<file path="config.mk">
export PLATFORM = sky130hd
export DESIGN_NAME = tdma_ping_rx_parser_flat
export DESIGN_NICKNAME = d
export VERILOG_FILES = /design/src/rtl/tdma_pkg.sv /design/src/rtl/tdma_ping_rx_parser_if.sv /design/src/rtl/tdma_sync_fifo.sv /design/src/rtl/tdma_ping_rx_parser.sv /design/src/flat_wrapper.sv
export SDC_FILE = /design/constraint.sdc
export NUM_CORES = 1
export LEC_CHECK = 0
export ABC_AREA = 1
export CORE_AREA = 2 2 501 503
export CTS_BUF_LIST = sky130_fd_sc_hd__clkbuf_8
export CTS_CLUSTER_SIZE = 10
export DETAILED_ROUTE_END_ITERATION = 7
export DIE_AREA = 0 0 503 505
export SKIP_LAST_GASP = 1
export SYNTH_ARGS = -nofsm -noshare
export SYNTH_HDL_FRONTEND = slang
export SYNTH_SLANG_ARGS = --single-unit
export TNS_END_PERCENT = 10
</file>
<file path="constraint.sdc">
create_clock -name clk -period 5.1 [get_ports clk]
set_input_delay 0.51 -clock clk [delete_from_list [all_inputs] [get_ports clk]]
set_output_delay 0.51 -clock clk [all_outputs]
set_load 0.02 [all_outputs]
</file>
<file path="src/rtl/tdma_pkg.sv">
// Definitions shared by the TDMA ping transmit and receive paths: IPIC
// transfer codes, ping flag values, payload word layout and small helpers.
package tdma_pkg;

    localparam logic [2:0] BURST_RD  = 3'd0;
    localparam logic [2:0] BURST_WR  = 3'd1;
    localparam logic [2:0] SINGLE_RD = 3'd2;
    localparam logic [2:0] SINGLE_WR = 3'd3;

    localparam logic [5:0] FLAG_PING     = 6'd1;
    localparam logic [5:0] FLAG_ACK_PING = 6'd2;

    localparam logic [31:0] MAX_COUNTER2 = 32'hf4239;

    // 32-bit word positions inside the ping payload, lowest word first
    localparam int W_FLAG = 0;
    localparam int W_SEQ  = 1;
    localparam int W_SEC  = 2;
    localparam int W_CNT2 = 3;

    typedef enum logic [2:0] {
        ST_IDLE,
        ST_REQ,
        ST_WAIT,
        ST_CHECK,
        ST_DELIVER
    } rx_state_e;

    function automatic logic [15:0] sat_add16(input logic [15:0] a, input logic [1:0] inc);
        logic [16:0] s;
        s = {1'b0, a} + {15'b0, inc};
        return s[16] ? 16'hFFFF : s[15:0];
    endfunction

endpackage

</file>
<file path="src/rtl/tdma_ping_rx_parser_if.sv">
// IPIC burst-master request/response bundle; the parser drives the master side,
// the burst arbiter sits on the slave side.
interface tdma_ping_rx_parser_if #(
    parameter int ADDR_WIDTH     = 32,
    parameter int C_LENGTH_WIDTH = 14
);
    logic                      ipic_start;
    logic [2:0]                ipic_type;
    logic [ADDR_WIDTH-1:0]     read_addr;
    logic [C_LENGTH_WIDTH-1:0] read_length;
    logic                      ipic_ack;
    logic                      ipic_done_wire;
    logic [1023:0]             bunch_read_data;

    modport master (
        output ipic_start, ipic_type, read_addr, read_length,
        input  ipic_ack, ipic_done_wire, bunch_read_data
    );

    modport slave (
        input  ipic_start, ipic_type, read_addr, read_length,
        output ipic_ack, ipic_done_wire, bunch_read_data
    );
endinterface

</file>
<file path="src/rtl/tdma_sync_fifo.sv">
// First-word-fall-through synchronous FIFO; rd_dat is valid whenever !empty.
// A write while full is accepted only if a read happens in the same cycle.
module tdma_sync_fifo #(
    parameter int WIDTH      = 8,
    parameter int DEPTH_LOG2 = 2
) (
    input  logic             clk,
    input  logic             reset,
    input  logic             wr_vld,
    input  logic [WIDTH-1:0] wr_dat,
    input  logic             rd_rdy,
    output logic [WIDTH-1:0] rd_dat,
    output logic             full,
    output logic             empty
);
    localparam int DEPTH = 1 << DEPTH_LOG2;

    logic [WIDTH-1:0]      mem_q [DEPTH];
    logic [DEPTH_LOG2-1:0] wr_ptr_q, wr_ptr_d;
    logic [DEPTH_LOG2-1:0] rd_ptr_q, rd_ptr_d;
    logic [DEPTH_LOG2:0]   cnt_q, cnt_d;
    logic                  do_wr, do_rd;

    assign full   = (cnt_q == (DEPTH_LOG2+1)'(DEPTH));
    assign empty  = (cnt_q == '0);
    assign rd_dat = mem_q[rd_ptr_q];

    always_comb begin
        do_rd    = rd_rdy && !empty;
        do_wr    = wr_vld && (!full || do_rd);
        wr_ptr_d = wr_ptr_q + (do_wr ? 1'b1 : 1'b0);
        rd_ptr_d = rd_ptr_q + (do_rd ? 1'b1 : 1'b0);
        cnt_d    = cnt_q;
        if (do_wr && !do_rd) begin
            cnt_d = cnt_q + 1'b1;
        end else if (do_rd && !do_wr) begin
            cnt_d = cnt_q - 1'b1;
        end
    end

    always_ff @(posedge clk) begin
        if (reset) begin
            wr_ptr_q <= '0;
            rd_ptr_q <= '0;
            cnt_q    <= '0;
        end else begin
            wr_ptr_q <= wr_ptr_d;
            rd_ptr_q <= rd_ptr_d;
            cnt_q    <= cnt_d;
        end
    end

    always_ff @(posedge clk) begin
        if (do_wr) begin
            mem_q[wr_ptr_q] <= wr_dat;
        end
    end

endmodule

</file>
<file path="src/rtl/tdma_ping_rx_parser.sv">
// Queues completed RX descriptors, burst-reads each 16-byte ping payload and
// hands decoded PING/ACK_PING frames to the ping state machine in arrival order.
module tdma_ping_rx_parser
    import tdma_pkg::*;
#(
    parameter int          ADDR_WIDTH     = 32,
    parameter int          DATA_WIDTH     = 32,
    parameter int          C_LENGTH_WIDTH = 14,
    parameter logic [31:0] PAYLOAD_OFFSET = 32'h50,
    parameter int          PING_LEN       = 16,
    parameter int          QDEPTH_LOG2    = 2
) (
    input  logic                  clk,
    input  logic                  reset,
    input  logic                  rx_done,
    input  logic [ADDR_WIDTH-1:0] rx_buf_addr,
    input  logic [15:0]           rx_len,
    tdma_ping_rx_parser_if.master ipic,
    input  logic                  consumer_idle,
    output logic                  recv_ping,
    output logic                  recv_ack_ping,
    output logic [31:0]           recv_seq,
    output logic [31:0]           recv_sec,
    output logic [31:0]           recv_counter2,
    output logic [15:0]           rx_ping_cnt,
    output logic [15:0]           rx_ack_cnt,
    output logic [15:0]           rx_drop_cnt
);
    localparam logic [31:0] MIN_LEN = PAYLOAD_OFFSET + 32'(PING_LEN);
    localparam int          QW      = ADDR_WIDTH + 16;

    rx_state_e                 state_q, state_d;
    logic                      start_q, start_d;
    logic [ADDR_WIDTH-1:0]     read_addr_q, read_addr_d;
    logic [C_LENGTH_WIDTH-1:0] read_len_q, read_len_d;
    logic [5:0]                cap_flag_q, cap_flag_d;
    logic [31:0]               cap_seq_q, cap_seq_d;
    logic [31:0]               cap_sec_q, cap_sec_d;
    logic [31:0]               cap_cnt2_q, cap_cnt2_d;
    logic                      ping_q, ping_d;
    logic                      ack_q, ack_d;
    logic [31:0]               seq_q, seq_d;
    logic [31:0]               sec_q, sec_d;
    logic [31:0]               cnt2_q, cnt2_d;
    logic [15:0]               ping_cnt_q, ping_cnt_d;
    logic [15:0]               ack_cnt_q, ack_cnt_d;
    logic [15:0]               drop_cnt_q, drop_cnt_d;

    logic                  fifo_pop, fifo_full, fifo_empty;
    logic [QW-1:0]         fifo_head;
    logic [ADDR_WIDTH-1:0] head_addr;
    logic [15:0]           head_len;
    logic                  deliver, bad_frame, overflow;
    logic                  unused_rd;

    tdma_sync_fifo #(
        .WIDTH      (QW),
        .DEPTH_LOG2 (QDEPTH_LOG2)
    ) u_evt_q (
        .clk    (clk),
        .reset  (reset),
        .wr_vld (rx_done),
        .wr_dat ({rx_buf_addr, rx_len}),
        .rd_rdy (fifo_pop),
        .rd_dat (fifo_head),
        .full   (fifo_full),
        .empty  (fifo_empty)
    );

    assign head_addr = fifo_head[QW-1:16];
    assign head_len  = fifo_head[15:0];
    // only the 16-byte payload is meaningful; flag spare bits are ignored
    assign unused_rd = ^{ipic.bunch_read_data[1023:128], ipic.bunch_read_data[31:6]};

    always_comb begin
        state_d     = state_q;
        start_d     = start_q;
        read_addr_d = read_addr_q;
        read_len_d  = read_len_q;
        cap_flag_d  = cap_flag_q;
        cap_seq_d   = cap_seq_q;
        cap_sec_d   = cap_sec_q;
        cap_cnt2_d  = cap_cnt2_q;
        seq_d       = seq_q;
        sec_d       = sec_q;
        cnt2_d      = cnt2_q;
        ping_d      = 1'b0;
        ack_d       = 1'b0;
        fifo_pop    = 1'b0;
        deliver     = 1'b0;
        bad_frame   = 1'b0;

        case (state_q)
            ST_IDLE: begin
                if (!fifo_empty) begin
                    fifo_pop    = 1'b1;
                    read_addr_d = head_addr + ADDR_WIDTH'(PAYLOAD_OFFSET);
                    read_len_d  = C_LENGTH_WIDTH'(PING_LEN);
                    if (32'(head_len) < MIN_LEN) begin
                        bad_frame = 1'b1;
                    end else begin
                        start_d = 1'b1;
                        state_d = ST_REQ;
                    end
                end
            end
            ST_REQ: begin
                if (ipic.ipic_ack) begin
                    start_d = 1'b0;
                    state_d = ST_WAIT;
                end
            end
            ST_WAIT: begin
                if (ipic.ipic_done_wire) begin
                    cap_flag_d = ipic.bunch_read_data[W_FLAG*32 +: 6];
                    cap_seq_d  = ipic.bunch_read_data[W_SEQ*32  +: 32];
                    cap_sec_d  = ipic.bunch_read_data[W_SEC*32  +: 32];
                    cap_cnt2_d = ipic.bunch_read_data[W_CNT2*32 +: 32];
                    state_d    = ST_CHECK;
                end
            end
            ST_CHECK: begin
                // deliver straight from CHECK when the consumer is already idle
                if (cap_flag_q != FLAG_PING && cap_flag_q != FLAG_ACK_PING) begin
                    bad_frame = 1'b1;
                    state_d   = ST_IDLE;
                end else if (consumer_idle) begin
                    deliver = 1'b1;
                    state_d = ST_IDLE;
                end else begin
                    state_d = ST_DELIVER;
                end
            end
            ST_DELIVER: begin
                if (consumer_idle) begin
                    deliver = 1'b1;
                    state_d = ST_IDLE;
                end
            end
            default: state_d = ST_IDLE;
        endcase

        if (deliver) begin
            seq_d  = cap_seq_q;
            sec_d  = cap_sec_q;
            cnt2_d = cap_cnt2_q;
            ping_d = (cap_flag_q == FLAG_PING);
            ack_d  = (cap_flag_q == FLAG_ACK_PING);
        end

        overflow   = rx_done && fifo_full && !fifo_pop;
        ping_cnt_d = sat_add16(ping_cnt_q, {1'b0, ping_d});
        ack_cnt_d  = sat_add16(ack_cnt_q, {1'b0, ack_d});
        drop_cnt_d = sat_add16(drop_cnt_q, {1'b0, bad_frame} + {1'b0, overflow});
    end

    always_ff @(posedge clk) begin
        if (reset) begin
            state_q     <= ST_IDLE;
            start_q     <= 1'b0;
            read_addr_q <= '0;
            read_len_q  <= '0;
            cap_flag_q  <= '0;
            cap_seq_q   <= '0;
            cap_sec_q   <= '0;
            cap_cnt2_q  <= '0;
            ping_q      <= 1'b0;
            ack_q       <= 1'b0;
            seq_q       <= '0;
            sec_q       <= '0;
            cnt2_q      <= '0;
            ping_cnt_q  <= '0;
            ack_cnt_q   <= '0;
            drop_cnt_q  <= '0;
        end else begin
            state_q     <= state_d;
            start_q     <= start_d;
            read_addr_q <= read_addr_d;
            read_len_q  <= read_len_d;
            cap_flag_q  <= cap_flag_d;
            cap_seq_q   <= cap_seq_d;
            cap_sec_q   <= cap_sec_d;
            cap_cnt2_q  <= cap_cnt2_d;
            ping_q      <= ping_d;
            ack_q       <= ack_d;
            seq_q       <= seq_d;
            sec_q       <= sec_d;
            cnt2_q      <= cnt2_d;
            ping_cnt_q  <= ping_cnt_d;
            ack_cnt_q   <= ack_cnt_d;
            drop_cnt_q  <= drop_cnt_d;
        end
    end

    assign ipic.ipic_start  = start_q;
    assign ipic.ipic_type   = BURST_RD;
    assign ipic.read_addr   = read_addr_q;
    assign ipic.read_length = read_len_q;
    assign recv_ping        = ping_q;
    assign recv_ack_ping    = ack_q;
    assign recv_seq         = seq_q;
    assign recv_sec         = sec_q;
    assign recv_counter2    = cnt2_q;
    assign rx_ping_cnt      = ping_cnt_q;
    assign rx_ack_cnt       = ack_cnt_q;
    assign rx_drop_cnt      = drop_cnt_q;

endmodule

</file>
<file path="src/flat_wrapper.sv">
// flat-port wrapper written by rule: the top's interface ports become plain ports
module tdma_ping_rx_parser_flat import tdma_pkg::*;
#(
    parameter int          ADDR_WIDTH     = 32,
    parameter int          DATA_WIDTH     = 32,
    parameter int          C_LENGTH_WIDTH = 14,
    parameter logic [31:0] PAYLOAD_OFFSET = 32'h50,
    parameter int          PING_LEN       = 16,
    parameter int          QDEPTH_LOG2    = 2
)
  (clk, reset, rx_done, rx_buf_addr, rx_len, consumer_idle, recv_ping, recv_ack_ping, recv_seq, recv_sec, recv_counter2, rx_ping_cnt, rx_ack_cnt, rx_drop_cnt, ipic_ipic_start, ipic_ipic_type, ipic_read_addr, ipic_read_length, ipic_ipic_ack, ipic_ipic_done_wire, ipic_bunch_read_data);
  tdma_ping_rx_parser_if #(.ADDR_WIDTH(ADDR_WIDTH), .C_LENGTH_WIDTH(C_LENGTH_WIDTH)) ipic_i ();
  input  logic clk;
  input  logic reset;
  input  logic rx_done;
  input  logic [ADDR_WIDTH-1:0] rx_buf_addr;
  input  logic [15:0] rx_len;
  input  logic consumer_idle;
  output logic recv_ping;
  output logic recv_ack_ping;
  output logic [31:0] recv_seq;
  output logic [31:0] recv_sec;
  output logic [31:0] recv_counter2;
  output logic [15:0] rx_ping_cnt;
  output logic [15:0] rx_ack_cnt;
  output logic [15:0] rx_drop_cnt;
  output wire logic [$bits(ipic_i.ipic_start)-1:0] ipic_ipic_start;
  output wire logic [$bits(ipic_i.ipic_type)-1:0] ipic_ipic_type;
  output wire logic [$bits(ipic_i.read_addr)-1:0] ipic_read_addr;
  output wire logic [$bits(ipic_i.read_length)-1:0] ipic_read_length;
  input wire logic [$bits(ipic_i.ipic_ack)-1:0] ipic_ipic_ack;
  input wire logic [$bits(ipic_i.ipic_done_wire)-1:0] ipic_ipic_done_wire;
  input wire logic [$bits(ipic_i.bunch_read_data)-1:0] ipic_bunch_read_data;
  assign ipic_ipic_start = ipic_i.ipic_start;
  assign ipic_ipic_type = ipic_i.ipic_type;
  assign ipic_read_addr = ipic_i.read_addr;
  assign ipic_read_length = ipic_i.read_length;
  assign ipic_i.ipic_ack = ipic_ipic_ack;
  assign ipic_i.ipic_done_wire = ipic_ipic_done_wire;
  assign ipic_i.bunch_read_data = ipic_bunch_read_data;
  tdma_ping_rx_parser #(.ADDR_WIDTH(ADDR_WIDTH), .DATA_WIDTH(DATA_WIDTH), .C_LENGTH_WIDTH(C_LENGTH_WIDTH), .PAYLOAD_OFFSET(PAYLOAD_OFFSET), .PING_LEN(PING_LEN), .QDEPTH_LOG2(QDEPTH_LOG2)) u_core (.clk(clk), .reset(reset), .rx_done(rx_done), .rx_buf_addr(rx_buf_addr), .rx_len(rx_len), .ipic(ipic_i), .consumer_idle(consumer_idle), .recv_ping(recv_ping), .recv_ack_ping(recv_ack_ping), .recv_seq(recv_seq), .recv_sec(recv_sec), .recv_counter2(recv_counter2), .rx_ping_cnt(rx_ping_cnt), .rx_ack_cnt(rx_ack_cnt), .rx_drop_cnt(rx_drop_cnt));
endmodule
</file>
# Word level (Yosys, flattened, before mapping)
# Memories as Yosys holds them, arrays and structs flattened. A register that Yosys moved wholly into a read port is not among the register bits.
# Cells that the tools add are included.
# Widths: inputs -> output; s select.
dict set report classes {
  n_eq_ne 14
  n_addsub 9
  order_cmp 1
  n_reduce_logical 21
  n_bitwise 1
  n_mux 33
}
# cell n
set op_table {}
lappend op_table {{$mux 16} 3}
lappend op_table {{$add 16x1->17} 2}
lappend op_table {{$add 32x7->32 const B} 1}
lappend op_table {{$mux 3} 9}
lappend op_table {{$add 16x2->17} 1}
lappend op_table {{$lt 16x7->1 const B} 1}
lappend op_table {{$mux 1} 16}
lappend op_table {{$pmux 3 s5} 1}
lappend op_table {{$ne 2x2->1 const B} 5}
lappend op_table {{$logic_and 1x1->1} 7}
lappend op_table {{$eq 3x2->1 const B} 2}
lappend op_table {{$eq 3x3->1 const B} 2}
lappend op_table {{$eq 6x1->1 const B} 1}
lappend op_table {{$eq 6x2->1 const B} 1}
lappend op_table {{$logic_not 3->1} 2}
lappend op_table {{$ne 6x1->1 const B} 1}
lappend op_table {{$ne 6x2->1 const B} 1}
lappend op_table {{$pmux 1 s2} 3}
lappend op_table {{$logic_not 1->1} 5}
lappend op_table {{$reduce_and 5->1} 1}
lappend op_table {{$add 2x1->2} 2}
lappend op_table {{$reduce_and 2->1} 2}
lappend op_table {{$reduce_and 4->1} 1}
lappend op_table {{$reduce_bool 2->1} 2}
lappend op_table {{other kinds (7)} 7}
dict set report totals {
  output_inout_bits 196
  register_bits 292
  elab_cells 99
  ramBits 192
  memories 1
}
# name depth width read_ports rd_ports_with_merged_regs write_ports line_no
set mem_list {}
lappend mem_list {u_core.u_evt_q.mem_q 4 48 1 1 1 tdma_sync_fifo.sv:18} ;# logic [WIDTH-1:0] mem_q [DEPTH];

# Logic depth before layout (Yosys ltp)
dict set report depth {
  depth_word 10
  ltp_mapped 22
}

# Cells and area by module
# Synthesis repeated with hierarchy kept, for this count alone.
dict set report hier_totals {
  cells_unflattened 2328
  hier_area_um2 20559.7
}
# module seq_area_each_um2 cells_per_inst n_inst area_each_um2
set modules_own_cells {}
lappend modules_own_cells {tdma_ping_rx_parser 5705.5 1807 1 12739.7}
lappend modules_own_cells {tdma_sync_fifo 5905.7 521 1 7820.0}

# Worst setup path after synthesis
# Ideal clock, no wire load.
dict set report synth_path {
  path_type {register to register}
  startpoint {register u_core.state_q[2]}
  endpoint {memory u_core.u_evt_q.mem_q[0][10] (netlist name), enable pin}
  required_time_ps 4603
  period_less_slack_ps 4259
  setup_slack_ps 841
  stages_incl_launch_ff 6
  arrival_ps 3762
  cell_sequence {dfxtp_1 nor2_1 nand2_1 nand3_1 nand2_1 nor3_1}
}
dict set report synth_via {
  elab_chain_len 7
}
# item line_no
set synth_rtl {}
lappend synth_rtl {{start, declared} tdma_ping_rx_parser.sv:32} ;# rx_state_e state_q, state_d;
lappend synth_rtl {{start signal, assigned} tdma_ping_rx_parser.sv:176} ;# state_q <= state_d;
lappend synth_rtl {{$logic_not 3->1} tdma_ping_rx_parser.sv:93} ;# case (state_q)
lappend synth_rtl {{$mux 1} tdma_ping_rx_parser.sv:93}
lappend synth_rtl {{$logic_and 1x1->1} tdma_sync_fifo.sv:29} ;# do_rd = rd_rdy && !empty;
lappend synth_rtl {{$logic_or 1x1->1} tdma_sync_fifo.sv:30} ;# do_wr = wr_vld && (!full || do_rd);
lappend synth_rtl {{$logic_and 1x1->1} tdma_sync_fifo.sv:30}
lappend synth_rtl {{$mux 1} tdma_sync_fifo.sv:54} ;# if (do_wr) begin
lappend synth_rtl {{$mux 1 (implied by the code)} tdma_sync_fifo.sv:55} ;# mem_q[wr_ptr_q] <= wr_dat;
lappend synth_rtl {{end, declared} tdma_sync_fifo.sv:18}
# Every way passes these cells.

==> flow_summary.ini <==
[outcome]
status = finished clean

[timing]
whs_ps = 403.5
period_share_pct = 87.28
clock_skew_ps = 44.69
fmax_mhz = 224.7
drv_slew = 0
slew_headroom_pct = 31.06
tns_ps = 0
setup_viol = 0
period_minus_slack_ps = 4451
rsz0062_at_grt = false
finalHoldViolCount = 0
worst_slew_pin_slew_ps = 1034

[route]
via_count = 15460
drc_errors = 0
drt-wirelength-per-cell_um = 14.32
postRouteAntennaNets = 0
drtPass1Iterations = 6
drtIter0Drc = 939
drt-vias-per-instance = 2.659
wl_um = 83280

[place]
gp_congestion = 0.8322
portBuffers = 330
placed_cells = 5654
place_area_um2 = 25650
dp_hpwl_um = 65990

[clocking]
cts_num_sinks = 464
clock_latency_ps = 730
cts_buffers = 83
cts_setup_buffers = 0
cts_tree = done
clk_pin_slew_ps = 60
h-tree-depth = 3
root_buffer = clkbuf_8
clk_path_buf_depth = 3

[floorplan]
num_rows = 183
die-height_um = 505
pin_count = 1274
core_um2 = 248200
die_w_um = 503
die_area_um2 = 254000
start_util_pct = 7.474

[grt]
antenna_found_initial = 55
grt_start_max_net_pins = 109
grt_pass1_vias = 14530
track_usage_pct = 6.332
grt_pass1_wl_um = 112900
grt-ovfl-total = 0

[logic_synthesis]
synth.distinct_cells = 42
syn_area_um2 = 18550
ys_ff_latch = 464
postSynthAreaPerCell_um2 = 8.902
syn_inst = 2084
synth_seq_area_share_pct = 59.35
yosys_warnings = 0

[cells_and_area]
final_cells = 5814
nets = 3498
n_fill_cell = 28570
layout-drive-gt1-share_pct = 7.192
final_common_cell = nand2_1
layout.cells.most_common_list = nand2_1 (391), clkdlybuf4s50_1 (329), dfxtp_1 (291), o21ai_0 (242), inv_1 (238)
area.growth.synth_to_final_pct = 47.62
fin_area_um2 = 27390

[hold_path]
min_path_type = input port to flop

[setup_path]
end_kind = flop
critPathRequiredTime_ps = 5750
critPathMaxFanout = 67
arrival_ps = 5100
critPathKind = flop to flop
setup.worst_path.start_class = flop

[power_and_ir_drop]
vdd_ir_drop_max_uv = 213.0
total_power_mw = 11.13
leakagePower_nw = 9.345
p_per_area_nw_per_um2 = 406.5

[job]
timing.max_cap.violations = 0
==> flip-flops by register name, indices dropped and copies added, names as in the netlist, 32 cells and up <==
name                   count
u_core.recv_counter2      32
u_core.cap_seq_q          32
u_core.recv_seq           32
u_core.recv_sec           32
u_core.cap_cnt2_q         32
u_core.cap_sec_q          32
u_core.ipic.read_addr     32
u_core.u_evt_q.mem_q     172
==> kinds of logic after synthesis <==
family	after synthesis	share of synthesized area (%)
buffers and inverters	340	7.850
adders and majority gates	11	0.8228
DFF	464	59.35
xor gates and xnor gates	43	2.030
AOI/OAI and AO/OA	495	13.54
other	1	0.02021
and+or+nand+nor	730	16.38
==> per-stage QoR <==
step	worst slack [ps]	util, %
3_5_place_dp	81.97	10.33
5_1_grt	202.5	11.03
2_1_floorplan	840.9	-
6_report	648.8	11.03
4_1_cts	105.0	11.02
3_3_place_gp	202.8	10.33
==> repair_timing <==
item                       4_1_cts  5_1_grt
hold buffers                     0        0
gates resized for setup          0        1
setup endpoints to repair        0        8
==> final cells by class <==
cell class	count	area, um2	area share (%)
multi-input combinational	1295	6203	22.65
antenna	9	22.52	0.08224
sequential	464	11010	40.21
clock inverter	52	345.3	1.261
timing repair buffer	348	3446	12.58
inverter	217	827.0	3.020
tap	3330	4167	15.21
clock buffer	99	1363	4.976
==> synthesized netlist by cell type <==
cell	n	share of area (%)
a211oi_1	1	0.040
a21oi_1	233	6.3
a31oi_1	5	0.17
a32oi_1	1	0.047
and2_1	3	0.10
and3_1	1	0.034
buf_1	3	0.061
buf_12	1	0.11
buf_2	23	0.62
buf_4	23	0.93
buf_6	4	0.24
buf_8	1	0.081
clkbuf_1	68	1.4
conb_1	1	0.020
dfxtp_1	292	32
edfxtp_1	172	28
fa_1	2	0.22
ha_1	9	0.61
inv_1	215	4.4
inv_2	1	0.020
inv_8	1	0.061
nand2_1	392	7.9
nand2_2	9	0.30
nand3_1	114	3.1
nand3b_1	1	0.040
nand4_1	9	0.30
nor2_1	157	3.2
nor2_2	11	0.37
nor2_4	2	0.12
nor3_1	24	0.65
nor3_2	2	0.11
nor4_1	4	0.13
o2111ai_1	1	0.047
o211ai_1	4	0.16
o21a_1	1	0.040
o21ai_0	242	6.5
o21ai_1	5	0.13
o221ai_1	1	0.047
o31ai_1	1	0.040
or2_2	1	0.034
xnor2_1	17	0.80
xor2_1	26	1.2
==> final timing paths <==
kind	startpoint	end	slack (ps)	depth (start not counted)
max	u_core.u_evt_q.rd_ptr_q[0]$_SDFF_PP0_	u_core.rx_drop_cnt[15]$_SDFF_PP0_	650	19
min	reset	u_core.state_q[0]$_SDFFE_PP0P_	400	4
min reg2reg	u_core.cap_cnt2_q[31]$_SDFFE_PP0P_	u_core.recv_counter2[31]$_SDFFE_PP0P_	430	2
max reg2reg	u_core.u_evt_q.rd_ptr_q[0]$_SDFF_PP0_	u_core.rx_drop_cnt[15]$_SDFF_PP0_	650	19
==> worst max-delay path, stage by stage (launching register included) <==
cell and delay (ps):
dfxtp_2 400, inv_8 140, nor2_1 150, nand2_1 60, nor2_1 190, nand2_1 80, nand3_1 310, nand3_1 130
nand2_1 130, fa_1 390, ha_1 250, and3_1 370, nand3_1 230, nor2_1 230, nand2_1 190, nor2_4 450
inv_1 370, nand3_1 180, nand2_1 60, inv_1 70
==> power breakdown <==
part | total (mW) | leakage (nW) | internal, mW | switching [mW]
Sequential | 4.51 | 3.95 | 4.32 | 0.191
Combinational | 3.05 | 4.44 | 0.958 | 2.09
Clock | 3.57 | 0.956 | 1.93 | 1.64
Total | 11.1 | 9.35 | 7.21 | 3.93
==> layer usage <==
layer	vias to the layer above	part of all wire [%]	wire length, um	GRT usage (%)
met5	-	0.19	160	0
met4	24	2.6	2189	1.818
met3	217	5.6	4646	1.551
met2	512	56	46290	12.46
met1	7169	36	30000	6.469
li1	7536	-	-	-
No activity file was read; power rests on OpenSTA's default activity.
